$ cat src/rtl/if_pkg.sv
// Shared definitions for the instruction-fetch stage: instruction field layout and fetch FSM states.
package if_pkg;

    localparam logic [1:0] FMT_JUMP = 2'b11;

    localparam int FMT_HI  = 15;
    localparam int FMT_LO  = 14;
    localparam int OPC_HI  = 13;
    localparam int OPC_LO  = 10;
    localparam int RD_HI   = 9;
    localparam int RD_LO   = 7;
    localparam int R1_HI   = 6;
    localparam int R1_LO   = 4;
    localparam int R2_HI   = 3;
    localparam int R2_LO   = 1;
    localparam int IMMF_BIT = 0;

    typedef enum logic [1:0] {
        IDLE,
        WAIT,
        DISCARD
    } fetch_state_t;

    typedef struct packed {
        logic [1:0] format;
        logic [3:0] opcode;
        logic [2:0] reg_d;
        logic [2:0] reg1;
        logic [2:0] reg2;
        logic       imm_flag;
    } insn_fields_t;

    function automatic insn_fields_t split_word(input logic [15:0] w);
        insn_fields_t f;
        f.format   = w[FMT_HI:FMT_LO];
        f.opcode   = w[OPC_HI:OPC_LO];
        f.reg_d    = w[RD_HI:RD_LO];
        f.reg1     = w[R1_HI:R1_LO];
        f.reg2     = w[R2_HI:R2_LO];
        f.imm_flag = w[IMMF_BIT];
        return f;
    endfunction

endpackage

$ cat src/rtl/if_prefetch_fifo.sv
// Prefetch FIFO of 16-bit instruction words; supports popping one or two words per cycle and a full flush.
module if_prefetch_fifo #(
    parameter int DEPTH = 4
) (
    input  logic                     clk,
    input  logic                     rst_n,
    input  logic                     flush_i,
    input  logic                     push_i,
    input  logic [15:0]              data_i,
    input  logic                     pop1_i,
    input  logic                     pop2_i,
    output logic [$clog2(DEPTH):0]   count_o,
    output logic [15:0]              head_o,
    output logic [15:0]              head1_o
);
    localparam int AW = $clog2(DEPTH);
    localparam int CW = AW + 1;

    logic [15:0]   mem_q [DEPTH];
    logic [AW-1:0] rd_ptr_q, rd_ptr_d;
    logic [AW-1:0] wr_ptr_q, wr_ptr_d;
    logic [CW-1:0] count_q, count_d;
    logic [CW-1:0] pop_n;

    always_comb begin
        pop_n = '0;
        if (pop2_i) begin
            pop_n = CW'(2);
        end else if (pop1_i) begin
            pop_n = CW'(1);
        end
        rd_ptr_d = rd_ptr_q + pop_n[AW-1:0];
        wr_ptr_d = wr_ptr_q + AW'(push_i);
        count_d  = count_q + CW'(push_i) - pop_n;
        if (flush_i) begin
            rd_ptr_d = '0;
            wr_ptr_d = '0;
            count_d  = '0;
        end
    end

    always_ff @(posedge clk or negedge rst_n) begin
        if (!rst_n) begin
            rd_ptr_q <= '0;
            wr_ptr_q <= '0;
            count_q  <= '0;
        end else begin
            rd_ptr_q <= rd_ptr_d;
            wr_ptr_q <= wr_ptr_d;
            count_q  <= count_d;
        end
    end

    // Storage needs no reset: the count alone decides which entries are live.
    always_ff @(posedge clk) begin
        if (push_i && !flush_i) begin
            mem_q[wr_ptr_q] <= data_i;
        end
    end

    assign count_o = count_q;
    assign head_o  = mem_q[rd_ptr_q];
    assign head1_o = mem_q[rd_ptr_q + AW'(1)];

endmodule

$ cat src/rtl/if_fetch_stage.sv
// Instruction-fetch stage: single-outstanding imem reads into a prefetch FIFO, one decoded instruction per cycle.
module if_fetch_stage
    import if_pkg::*;
#(
    parameter logic [15:0] RESET_PC   = 16'h0000,
    parameter int          FIFO_DEPTH = 4
) (
    input  logic        clk,
    input  logic        rst_n,
    output logic        imem_req_o,
    output logic [15:0] imem_addr_o,
    input  logic        imem_valid_i,
    input  logic [15:0] imem_rdata_i,
    input  logic        stall_i,
    input  logic        branchTaken_i,
    input  logic [15:0] branchTarget_i,
    output logic        valid_o,
    output logic [15:0] pc_o,
    output logic [1:0]  format_o,
    output logic [3:0]  opcode_o,
    output logic [2:0]  regD_o,
    output logic [2:0]  reg1_o,
    output logic [2:0]  reg2_o,
    output logic [2:0]  imm_o,
    output logic        immFlag_o,
    output logic [15:0] jmpLoc_o
);
    localparam int CW = $clog2(FIFO_DEPTH) + 1;

    fetch_state_t state_q;
    logic [15:0]  fetch_pc_q, issue_pc_q, addr_q, pc_q, jmp_q;
    logic         req_q, valid_q;
    insn_fields_t fields_q, head_f;

    logic [CW-1:0] count;
    logic [15:0]   head, head1;
    logic          push, pop1, pop2, head_is_jump;

    assign head_f       = split_word(head);
    assign head_is_jump = (head_f.format == FMT_JUMP);
    assign push = (state_q == WAIT) && imem_valid_i && !branchTaken_i;
    assign pop1 = !branchTaken_i && !stall_i && !head_is_jump && (count >= CW'(1));
    assign pop2 = !branchTaken_i && !stall_i &&  head_is_jump && (count >= CW'(2));

    if_prefetch_fifo #(.DEPTH(FIFO_DEPTH)) u_fifo (
        .clk     (clk),
        .rst_n   (rst_n),
        .flush_i (branchTaken_i),
        .push_i  (push),
        .data_i  (imem_rdata_i),
        .pop1_i  (pop1),
        .pop2_i  (pop2),
        .count_o (count),
        .head_o  (head),
        .head1_o (head1)
    );

    // A redirect that coincides with the response consumes it, so no DISCARD is needed then.
    always_ff @(posedge clk or negedge rst_n) begin
        if (!rst_n) begin
            state_q    <= IDLE;
            fetch_pc_q <= RESET_PC;
            req_q      <= 1'b0;
            addr_q     <= RESET_PC;
        end else begin
            req_q <= 1'b0;
            if (branchTaken_i) begin
                fetch_pc_q <= branchTarget_i;
                state_q    <= (state_q != IDLE && !imem_valid_i) ? DISCARD : IDLE;
            end else begin
                case (state_q)
                    IDLE: begin
                        if (count < CW'(FIFO_DEPTH)) begin
                            req_q      <= 1'b1;
                            addr_q     <= fetch_pc_q;
                            fetch_pc_q <= fetch_pc_q + 16'd1;
                            state_q    <= WAIT;
                        end
                    end
                    WAIT, DISCARD: begin
                        if (imem_valid_i) begin
                            state_q <= IDLE;
                        end
                    end
                    default: state_q <= IDLE;
                endcase
            end
        end
    end

    always_ff @(posedge clk or negedge rst_n) begin
        if (!rst_n) begin
            valid_q    <= 1'b0;
            pc_q       <= '0;
            fields_q   <= '0;
            jmp_q      <= '0;
            issue_pc_q <= RESET_PC;
        end else if (branchTaken_i) begin
            valid_q    <= 1'b0;
            issue_pc_q <= branchTarget_i;
        end else if (!stall_i) begin
            if (pop1) begin
                valid_q    <= 1'b1;
                pc_q       <= issue_pc_q;
                fields_q   <= head_f;
                jmp_q      <= '0;
                issue_pc_q <= issue_pc_q + 16'd1;
            end else if (pop2) begin
                valid_q    <= 1'b1;
                pc_q       <= issue_pc_q;
                fields_q   <= head_f;
                jmp_q      <= head1;
                issue_pc_q <= issue_pc_q + 16'd2;
            end else begin
                valid_q <= 1'b0;
            end
        end
    end

    assign imem_req_o  = req_q;
    assign imem_addr_o = addr_q;
    assign valid_o     = valid_q;
    assign pc_o        = pc_q;
    assign format_o    = fields_q.format;
    assign opcode_o    = fields_q.opcode;
    assign regD_o      = fields_q.reg_d;
    assign reg1_o      = fields_q.reg1;
    assign reg2_o      = fields_q.reg2;
    assign imm_o       = fields_q.reg2;
    assign immFlag_o   = fields_q.imm_flag;
    assign jmpLoc_o    = jmp_q;

endmodule

$ cat config.mk
export PLATFORM = sky130hd
export DESIGN_NAME = if_fetch_stage
export DESIGN_NICKNAME = d
export VERILOG_FILES = /design/src/rtl/if_pkg.sv /design/src/rtl/if_prefetch_fifo.sv /design/src/rtl/if_fetch_stage.sv
export SDC_FILE = /design/constraint.sdc
export NUM_CORES = 1
export LEC_CHECK = 0
export CAP_MARGIN = 20
export CELL_PAD_IN_SITES_DETAIL_PLACEMENT = 0
export CELL_PAD_IN_SITES_GLOBAL_PLACEMENT = 1
export CORE_MARGIN = 2
export CORE_UTILIZATION = 58
export CTS_BUF_LIST = sky130_fd_sc_hd__clkbuf_2 sky130_fd_sc_hd__clkbuf_4 sky130_fd_sc_hd__clkbuf_8
export DETAILED_ROUTE_END_ITERATION = 10
export DONT_BUFFER_PORTS = 1
export GPL_TIMING_DRIVEN = 0
export PLACE_DENSITY_LB_ADDON = 0.15
export SYNTH_ARGS = -nofsm -noshare
export SYNTH_HDL_FRONTEND = slang
export SYNTH_SLANG_ARGS = --single-unit
$ cat constraint.sdc
create_clock -name clk -period 7.8 [get_ports clk]
set_clock_uncertainty 0.15 [all_clocks]
set_input_delay 1.17 -clock clk [delete_from_list [all_inputs] [get_ports clk]]
set_output_delay 1.17 -clock clk [all_outputs]
set_load 0.1 [all_outputs]
==> results of run 1 <==
[stage by stage]
stage	instances	setup slack, ps
global route	757	4080
global placement	723	2750
floorplan	551	4070
finish	757	4280
CTS	757	4290
detailed placement	725	3770
[cell usage in the layout, fill, tap and decap left out, types with 5 or more instances in the layout]
cell type	n
dfrtp_1	107
nand2_1	67
edfxtp_1	64
mux2_2	51
mux4_2	30
a21oi_1	21
o21ai_0	20
nor2_1	18
xnor2_1	18
clkbuf_1	17
clkbuf_8	17
inv_1	14
nand3_1	12
xor2_1	10
ha_1	9
nand4_1	8
buf_2	6
nor2b_1	5
and3_1	5
buf_6	5
[logic make-up (layout without fill, tap and decap cells)]
| kind of cell | after synthesis | count (layout) | synth area share |
|---|---|---|---|
| muxes | 86 | 86 | 0.174 |
| xor gates and xnor gates | 28 | 28 | 0.0320 |
| and+or+nand+nor | 141 | 141 | 0.0885 |
| AOI/OAI and AO/OA | 67 | 67 | 0.0575 |
| buffers and inverters | 48 | 82 | 0.0302 |
| DFF | 171 | 171 | 0.600 |
| adders and majority gates | 10 | 10 | 0.0173 |
[area by class of cell]
cell class                      count  area share
Clock buffer                       17      0.0280
Inverter                           15     0.00735
Tap cell                          172      0.0258
Multi-Input combinational cell    332       0.341
Sequential cell                   171       0.551
Clock inverter                     15      0.0237
Timing Repair Buffer                2     0.00270
Buffer                             33      0.0204
[path summary, 6_finish.rpt]
path	startpoint	slack, ps	to
max in group asynchronous	rst_n	7120	imm_o[0]
min in group clk	fetch_pc_q[15]	390	imem_addr_o[15]
min reg2reg	fetch_pc_q[15]	390	imem_addr_o[15]
max	branchTaken_i	4280	u_fifo.mem_q[1][10]
min	rst_n	240	imem_addr_o[0]
max reg2reg	u_fifo.rd_ptr_q[0]	4320	u_fifo.count_o[2]
[routing by layer]
layer	vias up	GRT usage	routed length, um
li1	2074	-	-
met1	2349	0.277	6150
met2	141	0.410	8430
met3	21	0.0747	1090
met4	0	0.0893	228
met5	-	0	0
[state kept, by name (all words and copies together), names as in the netlist]
register	flops
format_o	2
imm_o	3
u_fifo.rd_ptr_q	2
u_fifo.wr_ptr_q	2
fetch_pc_q	16
pc_o	16
valid_o	1
imem_addr_o	16
opcode_o	4
u_fifo.count_o	3
issue_pc_q	16
jmpLoc_o	16
reg1_o	3
state_q	2
regD_o	3
imem_req_o	1
u_fifo.mem_q	64
immFlag_o	1
[worst register-to-register path, stage by stage, from the launching register on]
cell and delay [ps]:
dfrtp_1 350, buf_4 150, mux4_2 570, and4_1 230
clkbuf_2 170, inv_1 110, buf_2 270, buf_2 290
ha_1 160, inv_1 50, fa_1 430, xor2_1 220
xnor2_1 150, nor2_1 50
==> run metrics, run 1 <==
DRT Wirelength=15,900 um; # H-tree levels=4; RSZ-0062 raised after global routing=no; Max clock buf depth=2; ant diodes=0; top cells by area, synth=dfrtp_1 (35%), edfxtp_1 (25%), mux4_2 (8.8%); share of cells above drive strength 1=0.238; post-route ant nets=0; sequential cell area fraction in the yosys report=0.600; GRT Residual Overflow=0; critical setup path kind=in -> reg; drt pass-1 iters=5; min Tclk post-route=3520 ps; nets=619; Finished Core Util=0.653; net count after synthesis=598; clk slew on worst S/H paths=80 ps; CP max stage delay=780 ps; vias=4,585; Worst slew margin=0.318; Min-Delay Path Class=in -> async; synthesized cell area=7660 um^2; Worst-Margin Slew=1020 ps; Clock Root Buffer=clkbuf_8; CP Data Required Time=7730 ps; Post-synth top cells=dfrtp_1 (107), nand2_1 (67), edfxtp_1 (64); CP arrival=3450 ps; Die Wd=119 um; Fillers=931; Final Hold Slack=243 ps; multi-input combinational cell area=2840 um^2; EDFF count, synth=64; CTS tree=built; Synth cell types=57; hold_buf cts=0; cts repair resizes=0; Die H=119 um; fin. max-slew vios=0; initial antenna violation count=0; CP cell instances=clkbuf_1, inv_1, clkbuf_1, nand3_1, inv_1, nand2_1, nor2_2; CP max FO=16; Crit path depth=7; # DRC=0; #FFs+latches synth=171; Fin. Hold Viols=0; Yosys top cell by area=dfrtp_1; Initial Utilization=0.600; startpoint types=primary input; clk sink count=171; Top Ports=106; Max-Cap Viols=0; status=completed; drt wl/cell=21.0 um; Yosys warning count=0; Post-DP Area=7910 um^2; IO Port Bufs=0; Gate Count Post-Synth=551; CP endpoint kind=register; Clock Latency Late Sink=470 ps; TritonCTS Buffers=17; asr flop ratio synth=0.626; Post-CTS Setup Repair Bufs=0; CP Buf/Inv Count=4; Total GRT Usage=0.237; Worst path slowest cell=nor2_2; core area=12,800 um^2; final critical-path share of the clock period=0.451; synthesis-to-finish area growth=8.90%; most frequent cell after synthesis=dfrtp_1; syn_area_per_cell=13.9 um^2; TNS Setup=0 ps; DP HPWL=11,100 um; sequential standard cell area=4600 um^2; Placer Congestion=0.821; vias in the first global route=4,728; first-pass GRT wire length=25,200 um; Yosys top cell area share=0.350; Reg2Reg Depth=13; vias per cell=6.06; setup violators final=0; largest net degree at the start of global routing=108; achievable frequency=0.284 GHz; Iteration-0 DRC Markers=279; top_reg_cell synth=dfrtp_1; delay-heaviest family, CP=simple AND/OR/NAND/NOR gates; fin area=8340 um^2; Die Area=14,100 um^2; num rows=41
Power of run 1 is left out: the tool's default activity adds up to more than one toggle a clock period on the data nets, which glitch-free logic cannot reach.
==> run 2: changes to the inputs <==
CORE_UTILIZATION = 49   (was 58)
clock period = 3.2 ns   (was 7.8 ns; I/O delays follow)
==> run 2 against run 1 <==
  * Sequential share of layout area is 2.6 points lower
  * Final cell count is 8.7% higher
  * Sequential cell count stayed put
  * Worst setup slack worse by 4100 ps
  * First-iteration DRC count is 9.0% lower
  * Cell area is 4.9% higher
  * Count of clock-buffer cells in the layout is 5 higher
  * Die area is 18% higher
  * Core utilization is 8.0 points lower
  * Global-route usage is 1.3 points lower
  * Wire length is 8.4% higher
  * Critical path type is now reg -> reg
==> run metrics, run 2 (synthesis results as in run 1) <==
status=completed; initial antenna violation count=0 (unchanged); Hold Path End=fetch_pc_q[8]; CP cell instances=buf_4, mux4_2, buf_4, a211o_4, xnor2_1, ha_1, inv_1, fa_1, xor2_1, xnor2_1, nor2_1; min Tclk post-route=3000 ps; drt wl/cell=20.9 um (-0.32%); critical setup path kind=reg -> reg; largest net degree at the start of global routing=108 (unchanged); clk slew on worst S/H paths=80 ps (about the same); Die Wd=129 um (+8.5%); fin. max-slew vios=0 (unchanged); GRT Residual Overflow=0 (unchanged); achievable frequency=0.333 GHz; startpoint types=register; Die H=129 um (+8.5%); CP Data Required Time=3380 ps (-4350 ps); fin area=8750 um^2 (+4.9%); Max-Cap Viols=0 (unchanged); Clock Root Buffer=clkbuf_8; Largest register FFs=64 (unchanged); IO Port Bufs=0 (unchanged); worst hold path startpoint=branchTarget_i[8]; nets=646 (+4.4%); delay-heaviest family, CP=multiplexers; RSZ-0062 raised after global routing=no; reg-to-reg endpoint=u_fifo.count_o[2]; hold path cells=2; vias in the first global route=4,972 (+5.2%); CP Buf/Inv Count=3 (-1); Worst path slowest cell=mux4_2; CP max FO=7 (-9); Placer Congestion=0.847 (+3.2%); synthesis-to-finish area growth=14.2%; first-pass GRT wire length=27,600 um (+9.7%); Top Ports=106 (unchanged); clk sink count=171 (unchanged); DP HPWL=12,000 um (+7.6%); Die Area=16,600 um^2 (+18%); Initial Utilization=0.502 (-0.0977); Reg2Reg Depth=11 (-2); Worst R2R Start=u_fifo.rd_ptr_q[0]; TritonCTS Buffers=17 (unchanged); ant diodes=0 (unchanged); R2R Setup Slk=200 ps (-4120 ps); drt pass-1 iters=5 (unchanged); TNS Setup=0 ps (unchanged); CP endpoint kind=register; Finished Layout Cells=823 (+8.7%); Fin. Hold Viols=0 (unchanged); placed cells=765 (+5.5%); core area=15,300 um^2 (+19%); # DRC=0 (unchanged); # H-tree levels=4 (unchanged); Clock Latency Late Sink=470 ps (about the same); num rows=45 (+9.8%); Iteration-0 DRC Markers=254 (-9.0%); vias=4,719 (+2.9%); DRT Wirelength=17,200 um (+8.4%); final critical-path share of the clock period=0.937; Max clock buf depth=2 (unchanged); Worst slew margin=0.355 (+0.0371); Post-DP Area=7970 um^2 (+0.76%); Top reg by flops=u_fifo.mem_q; setup violators final=0 (unchanged); vias per cell=5.73 (-5.3%); Worst-Margin Slew=968 ps (-54.5 ps); Min-Delay Path Class=in -> reg; share of cells above drive strength 1=0.239 (+0.000955); post-route ant nets=0 (unchanged); most common cell after layout, fill and taps aside=dfrtp_1; CP max stage delay=540 ps (-240 ps); CTS tree=built; most frequent cells in the layout=dfrtp_1 (107), nand2_1 (67), edfxtp_1 (64); Total GRT Usage=0.224 (-0.0129); CP arrival=3180 ps (-270 ps)
run 2: final cells by class:
type | count | area (um^2)
Fill cell | 1258 | 6510
Sequential cell | 171 | 4600
Multi-Input combinational cell | 332 | 2850
Timing Repair Buffer | 32 | 337
Clock buffer | 22 | 272
Tap cell | 211 | 264
Clock inverter | 10 | 190
Buffer | 30 | 175
Inverter | 15 | 61.3
run 2: through the flow:
step / utilization / setup WS (ps) / hold slack (ps)
after floorplan: - / 122 / 34.4
final: 0.573 / 200 / 17.2
after CTS: 0.572 / 9.71 / 1.57
after global routing: 0.573 / 20.6 / 3.49
after detailed placement: 0.522 / -303 / 38.2
after global placement: 0.519 / -1370 / 38.1
run 2: how the worst max path moves through the flow:
stage,startpoint,to,slack [ps],cells past startpoint
after floorplan,u_fifo.rd_ptr_q[0],u_fifo.count_o[2],120,13
after global placement,branchTaken_i,u_fifo.mem_q[2][1],-1370,5
after detailed placement,u_fifo.rd_ptr_q[0],u_fifo.count_o[2],-300,13
after CTS,u_fifo.rd_ptr_q[0],u_fifo.count_o[2],10,13
after global routing,u_fifo.rd_ptr_q[0],u_fifo.count_o[2],20,11
final,u_fifo.rd_ptr_q[0],u_fifo.count_o[2],200,11
run 2: worst register-to-register path, cell delays in order (launching register included):
cell and delay, ps:
dfrtp_1 360, buf_4 150, mux4_2 540, buf_4 180, a211o_4 370, xnor2_1 170
ha_1 160, inv_1 50, fa_1 380, xor2_1 170, xnor2_1 130, nor2_1 50
run 2: what timing repair did:
item | in CTS | in global routing
cloned | 0 | 0
gates resized for setup | 5 | 5
endpoints found under the setup margin | 2 | 2
pin swaps | 0 | 1
hold endpoints to repair | 180 | 0
buffers inserted | 2 | 2
hold buffers | 24 | 0
run 2: per-layer routing:
metal | vias to the layer above | GRT usage | part of all wire
li1 | 2123 | - | -
met3 | 21 | 0.0665 | 0.063
met5 | - | 0 | 0
met1 | 2448 | 0.268 | 0.39
met4 | 0 | 0.0844 | 0.017
met2 | 127 | 0.386 | 0.53
Power of run 2 is left out for the same reason.
==> run 3: changes to the inputs <==
CAP_MARGIN = 10   (was 20)
==> run 3 against run 2 <==
  * Maximum frequency about the same
  * Worst setup slack better by 1.5 ps
  * Final cell count down 0.12%
  * Critical path depth unchanged
  * Non-clock buffer count shrank 1
  * Cell area fell by 0.17%
  * Wire length about the same
  * Critical path type unchanged
  * Die area is the same
  * Sequential cell count is the same
  * Core utilization shrank 0.098 points
  * Worst hold slack improved by 2.8 ps
  * Register-to-register slack about the same
==> run metrics, run 3 (synthesis results as in run 1) <==
# DRC=0 (unchanged); critical setup path kind=reg -> reg; Die Area=16,600 um^2 (unchanged); Top Ports=106 (unchanged); share of cells above drive strength 1=0.237 (-0.00125); vias in the first global route=4,972 (unchanged); largest net degree at the start of global routing=108 (unchanged); clk sink count=171 (unchanged); CTS tree=built; min Tclk post-route=3000 ps (-1.54 ps); Placer Congestion=0.847 (unchanged); Worst slew margin=0.302 (-0.0524); Max clock buf depth=2 (unchanged); post-route ant nets=0 (unchanged); Clock Latency Late Sink=470 ps (about the same); num rows=45 (unchanged); most frequent cells in the layout=dfrtp_1 (107), nand2_1 (67), edfxtp_1 (64); Max-Cap Viols=0 (unchanged); clk slew on worst S/H paths=80 ps (about the same); initial antenna violation count=0 (unchanged); synthesis-to-finish area growth=14.0%; GRT Residual Overflow=0 (unchanged); CP arrival=3180 ps (about the same); most common cell after layout, fill and taps aside=dfrtp_1; CP max FO=7 (unchanged); Initial Utilization=0.502 (unchanged); Largest register FFs=64 (unchanged); # H-tree levels=4 (unchanged); setup violators final=0 (unchanged); drt pass-1 iters=5 (unchanged); TritonCTS Buffers=17 (unchanged); DP HPWL=12,000 um (unchanged); vias per cell=5.73 (-0.11%); fin. max-slew vios=0 (unchanged); Worst-Margin Slew=1050 ps (+78.7 ps); IO Port Bufs=0 (unchanged); startpoint types=register; CP Data Required Time=3380 ps (about the same); first-pass GRT wire length=27,600 um (unchanged); nets=645 (-0.15%); status=completed; CP endpoint kind=register; DRT Wirelength=17,200 um (about the same); Min-Delay Path Class=in -> reg; Die H=129 um (unchanged); Iteration-0 DRC Markers=262 (+3.1%); Die Wd=129 um (unchanged); achievable frequency=0.334 GHz (about the same); RSZ-0062 raised after global routing=no; core area=15,300 um^2 (unchanged); ant diodes=0 (unchanged); Clock Root Buffer=clkbuf_8; final critical-path share of the clock period=0.937 (about the same); Total GRT Usage=0.224 (unchanged); Fin. Hold Viols=0 (unchanged); vias=4,708 (-0.23%); Setup WS pre-CTS=-303 ps (unchanged); drt wl/cell=21.0 um (about the same); Final WS setup=202 ps (+1.54 ps); Top reg by flops=u_fifo.mem_q
-- run 3: changes by cell type in the layout (fill, tap and decap cells not counted), sizes merged --
cell  before  now
buf       22   21
-- run 3: path summary, 6_finish.rpt --
kind / from / to / slack (ps) / cells past startpoint
worst min-delay path: branchTarget_i[8] / fetch_pc_q[8] / 20 / 2
worst max register to register: u_fifo.rd_ptr_q[0] / u_fifo.count_o[2] / 200 / 11
worst max-delay path: u_fifo.rd_ptr_q[0] / u_fifo.count_o[2] / 200 / 11
min in group asynchronous: rst_n / imem_addr_o[1] / 470 / 2
worst min register to register: fetch_pc_q[15] / imem_addr_o[15] / 390 / 1
max in group asynchronous: rst_n / imm_o[2] / 2030 / 2
-- run 3: critical path, cell delays in order, from the launching register on --
cell,delay [ps]
dfrtp_1,360
buf_4,150
mux4_2,540
buf_4,180
a211o_4,370
xnor2_1,160
ha_1,160
inv_1,50
fa_1,380
xor2_1,170
xnor2_1,130
nor2_1,50
-- run 3: metrics by stage --
| step | cells | TNS, ps | hold slack [ps] | instance area [um^2] | util |
|---|---|---|---|---|---|
| 2_1_floorplan | 551 | 0 | 34.4 | 7660 | - |
| 3_3_place_gp | 762 | -51270 | 38.1 | 7920 | 0.519 |
| 3_5_place_dp | 765 | -2450 | 38.2 | 7970 | 0.522 |
| 4_1_cts | 823 | 0 | 1.57 | 8720 | 0.572 |
| 5_1_grt | 822 | 0 | 3.49 | 8730 | 0.572 |
| 6_report | 822 | 0 | 20.0 | 8730 | 0.572 |
-- run 3: area by class of cell --
cell class	instances	area [um^2]
Buffer	30	175
Multi-Input combinational cell	332	2850
Clock buffer	22	272
Sequential cell	171	4600
Inverter	15	61.3
Clock inverter	10	190
Fill cell	1259	6520
Tap cell	211	264
Timing Repair Buffer	31	322
-- run 3: per-layer routing --
metal | vias up | GRT usage | part of all wire
met1 | 2429 | 0.268 | 0.39
met2 | 133 | 0.386 | 0.53
met3 | 27 | 0.0665 | 0.065
li1 | 2119 | - | -
met5 | - | 0 | 0
met4 | 0 | 0.0844 | 0.020
-- run 3: what timing repair did --
| action | in CTS | in global routing |
|---|---|---|
| hold endpoints to repair | 180 | 0 |
| endpoints found under the setup margin | 2 | 2 |
| hold buffers | 24 | 0 |
| gates resized for setup | 5 | 5 |
| setup buffers | 2 | 2 |
| pin swaps | 0 | 1 |
Power of run 3 is left out for the same reason.
